===== src/rtl/mul_call_pkg.sv =====
// rtl/mul_call_pkg.sv - shared types and constants for the shift-add multiplier call unit
package mul_call_pkg;

  typedef enum logic [1:0] {
    IDLE = 2'd0,
    CALC = 2'd1,
    DONE = 2'd2
  } state_t;

  localparam int DEF_WIDTH = 32;

  // Counter must be able to hold WIDTH itself, not just WIDTH-1
  function automatic int cnt_width(input int w);
    return $clog2(w) + 1;
  endfunction

  localparam int CNT_W = cnt_width(DEF_WIDTH);

endpackage


===== src/rtl/mul_call_datapath.sv =====
// rtl/mul_call_datapath.sv - shift-add registers with load/step controls and last-iteration flag
module mul_call_datapath
  import mul_call_pkg::*;
#(
  parameter int WIDTH = DEF_WIDTH
) (
  input  logic             clk,
  input  logic             reset,
  input  logic             load,
  input  logic             step,
  input  logic [WIDTH-1:0] a,
  input  logic [WIDTH-1:0] b,
  output logic [WIDTH-1:0] acc,
  output logic             last
);

  localparam int CW = cnt_width(WIDTH);
  localparam logic [CW-1:0] LAST_CNT = CW'(WIDTH);

  logic [WIDTH-1:0] a_reg;
  logic [WIDTH-1:0] b_reg;
  logic [CW-1:0]    cnt;

  always_ff @(posedge clk or negedge reset) begin
    if (!reset) begin
      a_reg <= '0;
      b_reg <= '0;
      acc   <= '0;
      cnt   <= '0;
    end else if (load) begin
      a_reg <= a;
      b_reg <= b;
      acc   <= '0;
      cnt   <= '0;
    end else if (step) begin
      if (b_reg[0]) begin
        acc <= acc + a_reg;
      end
      a_reg <= a_reg << 1;
      b_reg <= b_reg >> 1;
      cnt   <= cnt + 1'b1;
    end
  end

  // High once all WIDTH iterations have been applied to acc
  assign last = (cnt == LAST_CNT);

endmodule


===== src/rtl/mul_call_unit.sv =====
// rtl/mul_call_unit.sv - start/done handshake multiplier: result = a*b mod 2^WIDTH
module mul_call_unit
  import mul_call_pkg::*;
#(
  parameter int WIDTH = DEF_WIDTH
) (
  input  logic             clk,
  input  logic             reset,
  input  logic             start,
  input  logic [WIDTH-1:0] a,
  input  logic [WIDTH-1:0] b,
  output logic [WIDTH-1:0] result,
  output logic             done
);

  state_t           state;
  logic             load;
  logic             step;
  logic             last;
  logic [WIDTH-1:0] acc;

  // start is only honoured outside CALC; an in-flight call keeps its operands
  assign load = start && (state != CALC);
  assign step = (state == CALC) && !last;

  mul_call_datapath #(
    .WIDTH(WIDTH)
  ) u_datapath (
    .clk  (clk),
    .reset(reset),
    .load (load),
    .step (step),
    .a    (a),
    .b    (b),
    .acc  (acc),
    .last (last)
  );

  always_ff @(posedge clk or negedge reset) begin
    if (!reset) begin
      state  <= IDLE;
      done   <= 1'b0;
      result <= '0;
    end else begin
      case (state)
        IDLE, DONE: begin
          if (start) begin
            done  <= 1'b0;
            state <= CALC;
          end
        end
        CALC: begin
          if (last) begin
            result <= acc;
            done   <= 1'b1;
            state  <= DONE;
          end
        end
        default: state <= IDLE;
      endcase
    end
  end

endmodule


===== config.mk =====
export PLATFORM = sky130hd
export DESIGN_NAME = mul_call_unit
export DESIGN_NICKNAME = d
export VERILOG_FILES = /design/src/rtl/mul_call_pkg.sv /design/src/rtl/mul_call_datapath.sv /design/src/rtl/mul_call_unit.sv
export SDC_FILE = /design/constraint.sdc
export NUM_CORES = 1
export LEC_CHECK = 0
export CORE_MARGIN = 5
export CORE_UTILIZATION = 43
export CTS_BUF_LIST = sky130_fd_sc_hd__clkbuf_4 sky130_fd_sc_hd__clkbuf_8
export CTS_CLUSTER_DIAMETER = 30
export DETAILED_ROUTE_END_ITERATION = 12
export PLACE_DENSITY = 0.65
export SYNTH_ARGS = -nofsm -noshare
export SYNTH_HDL_FRONTEND = slang
export SYNTH_SLANG_ARGS = --single-unit

===== constraint.sdc =====
create_clock -name clk -period 3.1 [get_ports clk]
set_input_delay 0.62 -clock clk [delete_from_list [all_inputs] [get_ports clk]]
set_output_delay 0.62 -clock clk [all_outputs]
set_load 0.005 [all_outputs]

==> results.md <==
* GP Congestion at 0.911
* PwrDens at 1120 nW/um2
* Synthesized net count at 842
* Met1 Use GR at 24.9%
* Vias in the first global route at 5785
* Worst setup margin at 0.409 ns
* Unrepaired setup endpoints after global routing: false
* Flops & latches, synth at 137
* Vias per inst at 5.50
* Most common cell in the synthesized netlist: nand2_1
* Clock tree buffer depth at 2
* PortBufs at 99
* Gr busiest metal: met2
* Clock-pin transition on the worst setup and hold timing paths at 0.08 ns
* Outcome: complete, no violations
* Crit-path cells: ha_1 -> fa_1 -> a21oi_1 -> o311a_1 -> nor2_2 -> a21oi_2 -> o31ai_4 -> a31oi_1 -> xor2_1 -> o21ai_1
* Drt total wl at 17100 um
* Critical path data required time at 3.44 ns
* H-tree depth at 4
* Top FF cell, synth: dfrtp_1
* Number of detailed-route iterations in the first pass at 4
* First-pass GRT wire length at 28800 um
* Std-Cell Rows at 47
* Global route overflow at 0
* Crit path kind: register to register
* All-Layer GR Usage at 17.8%
* Pre-CTS setup slack at 0.441 ns
* FMAX at 0.372 GHz
* Area share of the largest cell type after synthesis at 47.7%
* Hold_buf cts at 0
* Syn avg cell area at 9.71 um2
* Area growth from synthesis to layout at 23.6%
* DR vias at 5830
* Largest net degree at the start of global routing at 91
* Leak Pwr at 3.89 nW
* Diode count at 0
* Yosys top cell by area: dfrtp_1
* Least-Margin Pin Slew at 0.733 ns
* Met2 GRT Util at 26.9%
* Die ar. at 19400 um2
* Final worst-path cycle share at 86.8%
* Clock Skew at 0.0112 ns
* Setup TNS at 0 ns
* Clock root buffer: clkbuf_8
* CP max FO at 6
* Die height at 139 um
* Initial antenna violation count at 1
* Total Power at 9.96 mW
* Max-Cap Viols at 0
* Layout cells sized above 1 at 12.0%
* Drt wl/cell at 16.1 um
* Endpoints failing setup at 0
* CTS resizes at 0
* Non-Filler Instances at 1060
* IO Pins at 100
* Commonest cells post-synth: nand2_1 (158), dfrtp_1 (137), a22oi_1 (54)
* TritonCTS clock tree: built
* Mapped Cells at 741
* Final Hold Fails at 0
* Dpl cells at 1028
* Core area at 16500 um2
* # DRC at 0
* Clock sinks at 137
* Fillers at 1474
* Hold Crit Class: input port to asynchronous set/reset pin
* Nets at 928
* Antenna Nets Post-Route at 0
* Fin crit period at 2.69 ns
* CP max-delay cell: fa_1
* Sequential area share after synthesis at 47.7%
* Max Slew Vio Count at 0
* Relative slew slack at 51.2%
* First DRT Iteration DRCs at 390
* Synth top area cells: dfrtp_1 (48%), nand2_1 (8.2%), ha_1 (5.7%), a22oi_1 (5.6%), mux2_2 (5.0%)
* Peak supply drop at 0.000461 V
* Syn Std Cell Area at 7190 um2
* Synth warnings at 0
* Synth async-reset ratio at 100%
* Slowest cell delay on critical path at 0.42 ns
* Grt met3 use at 5.08%
* End-of-flow core utilization at 53.8%
* Postcts setup bufs at 0
* Worst endpoint data arrival time at 3.03 ns
* Die width at 139 um
* Crit. End Element: register
* Number of enable flip-flop cells after synthesis at 0
* Worst-skew pair later-pin latency at 0.45 ns
* Detailed-placement wirelength estimate at 11800 um
* Initial Utilization at 43.5%
* Unique masters post-synth at 59
* CTS Buf Count at 17
* Startpoint types: register
## per-layer routing
metal	routed length, um	share of wire, %
met3	1040	6.1
met4	292	1.7
met5	11	0.064
met1	8030	47
met2	7720	45
## critical path, delay by kind of cell, from the launching register on
family / cells / cell delay (ns)
simple gates: 1 / 0.07
flops: 1 / 0.40
compound gates: 6 / 1.28
xor+xnor: 1 / 0.17
fa+ha+maj: 2 / 0.67
## where the power goes
part / total (mW) / switching [mW] / internal (mW)
sequential: 3.24 / 0.622 / 2.61
clock: 1.66 / 0.704 / 0.961
combinational: 5.05 / 2.77 / 2.28
total: 9.96 / 4.10 / 5.86
## per-stage QoR
step           hold WS, ns  instance area, um2
3_3_place_gp         0.459                8430
5_1_grt              0.112                8890
3_5_place_dp         0.463                8430
6_report            0.0983                8890
4_1_cts             0.0897                8890
2_1_floorplan        0.324                7190
## layout make-up
type / instances / area (um2) / share of cell area, %
Inverter: 10 / 37.5 / 0.422
Clock inverter: 11 / 168 / 1.89
Sequential cell: 137 / 3430 / 38.6
Clock buffer: 21 / 289 / 3.25
Tap cell: 220 / 275 / 3.10
Multi-Input combinational cell: 551 / 3580 / 40.3
Timing Repair Buffer: 110 / 1110 / 12.5
## path summary, 6_finish.rpt
kind                                       from                    to  slack [ns]  cells past startpoint
min                                       reset            result[22]         0.1                      1
min reg2reg                u_datapath.b_reg[19]  u_datapath.b_reg[19]        0.48                      2
max reg2reg                   u_datapath.acc[0]    u_datapath.acc[30]        0.41                     10
min in group clk           u_datapath.b_reg[19]  u_datapath.b_reg[19]        0.48                      2
max                           u_datapath.acc[0]    u_datapath.acc[30]        0.41                     10
max in group asynchronous                 reset     u_datapath.acc[8]        2.18                      2
## layout by cell type (no fill, tap or decap), types with 8 or more instances in the layout
master,n
a31oi_1,10
nor2_1,21
o21ai_1,10
xnor2_1,15
mux2_2,32
xor2_1,15
a21oi_1,29
ha_1,33
clkdlybuf4s50_1,98
dfrtp_1,137
nand3_1,41
a22oi_1,54
clkbuf_8,21
nand4_1,8
a21o_1,19
o21ai_0,31
buf_4,8
nand2_1,157
inv_1,10
## cells by family after synthesis
| logic type | synth area share [%] |
|---|---|
| simple gates | 16.3 |
| xor+xnor | 3.65 |
| flops | 47.7 |
| mux | 5.01 |
| buf+inv | 2.91 |
| compound gates | 18.4 |
| fa+ha+maj | 6.02 |
No activity file was read; power rests on OpenSTA's default activity.
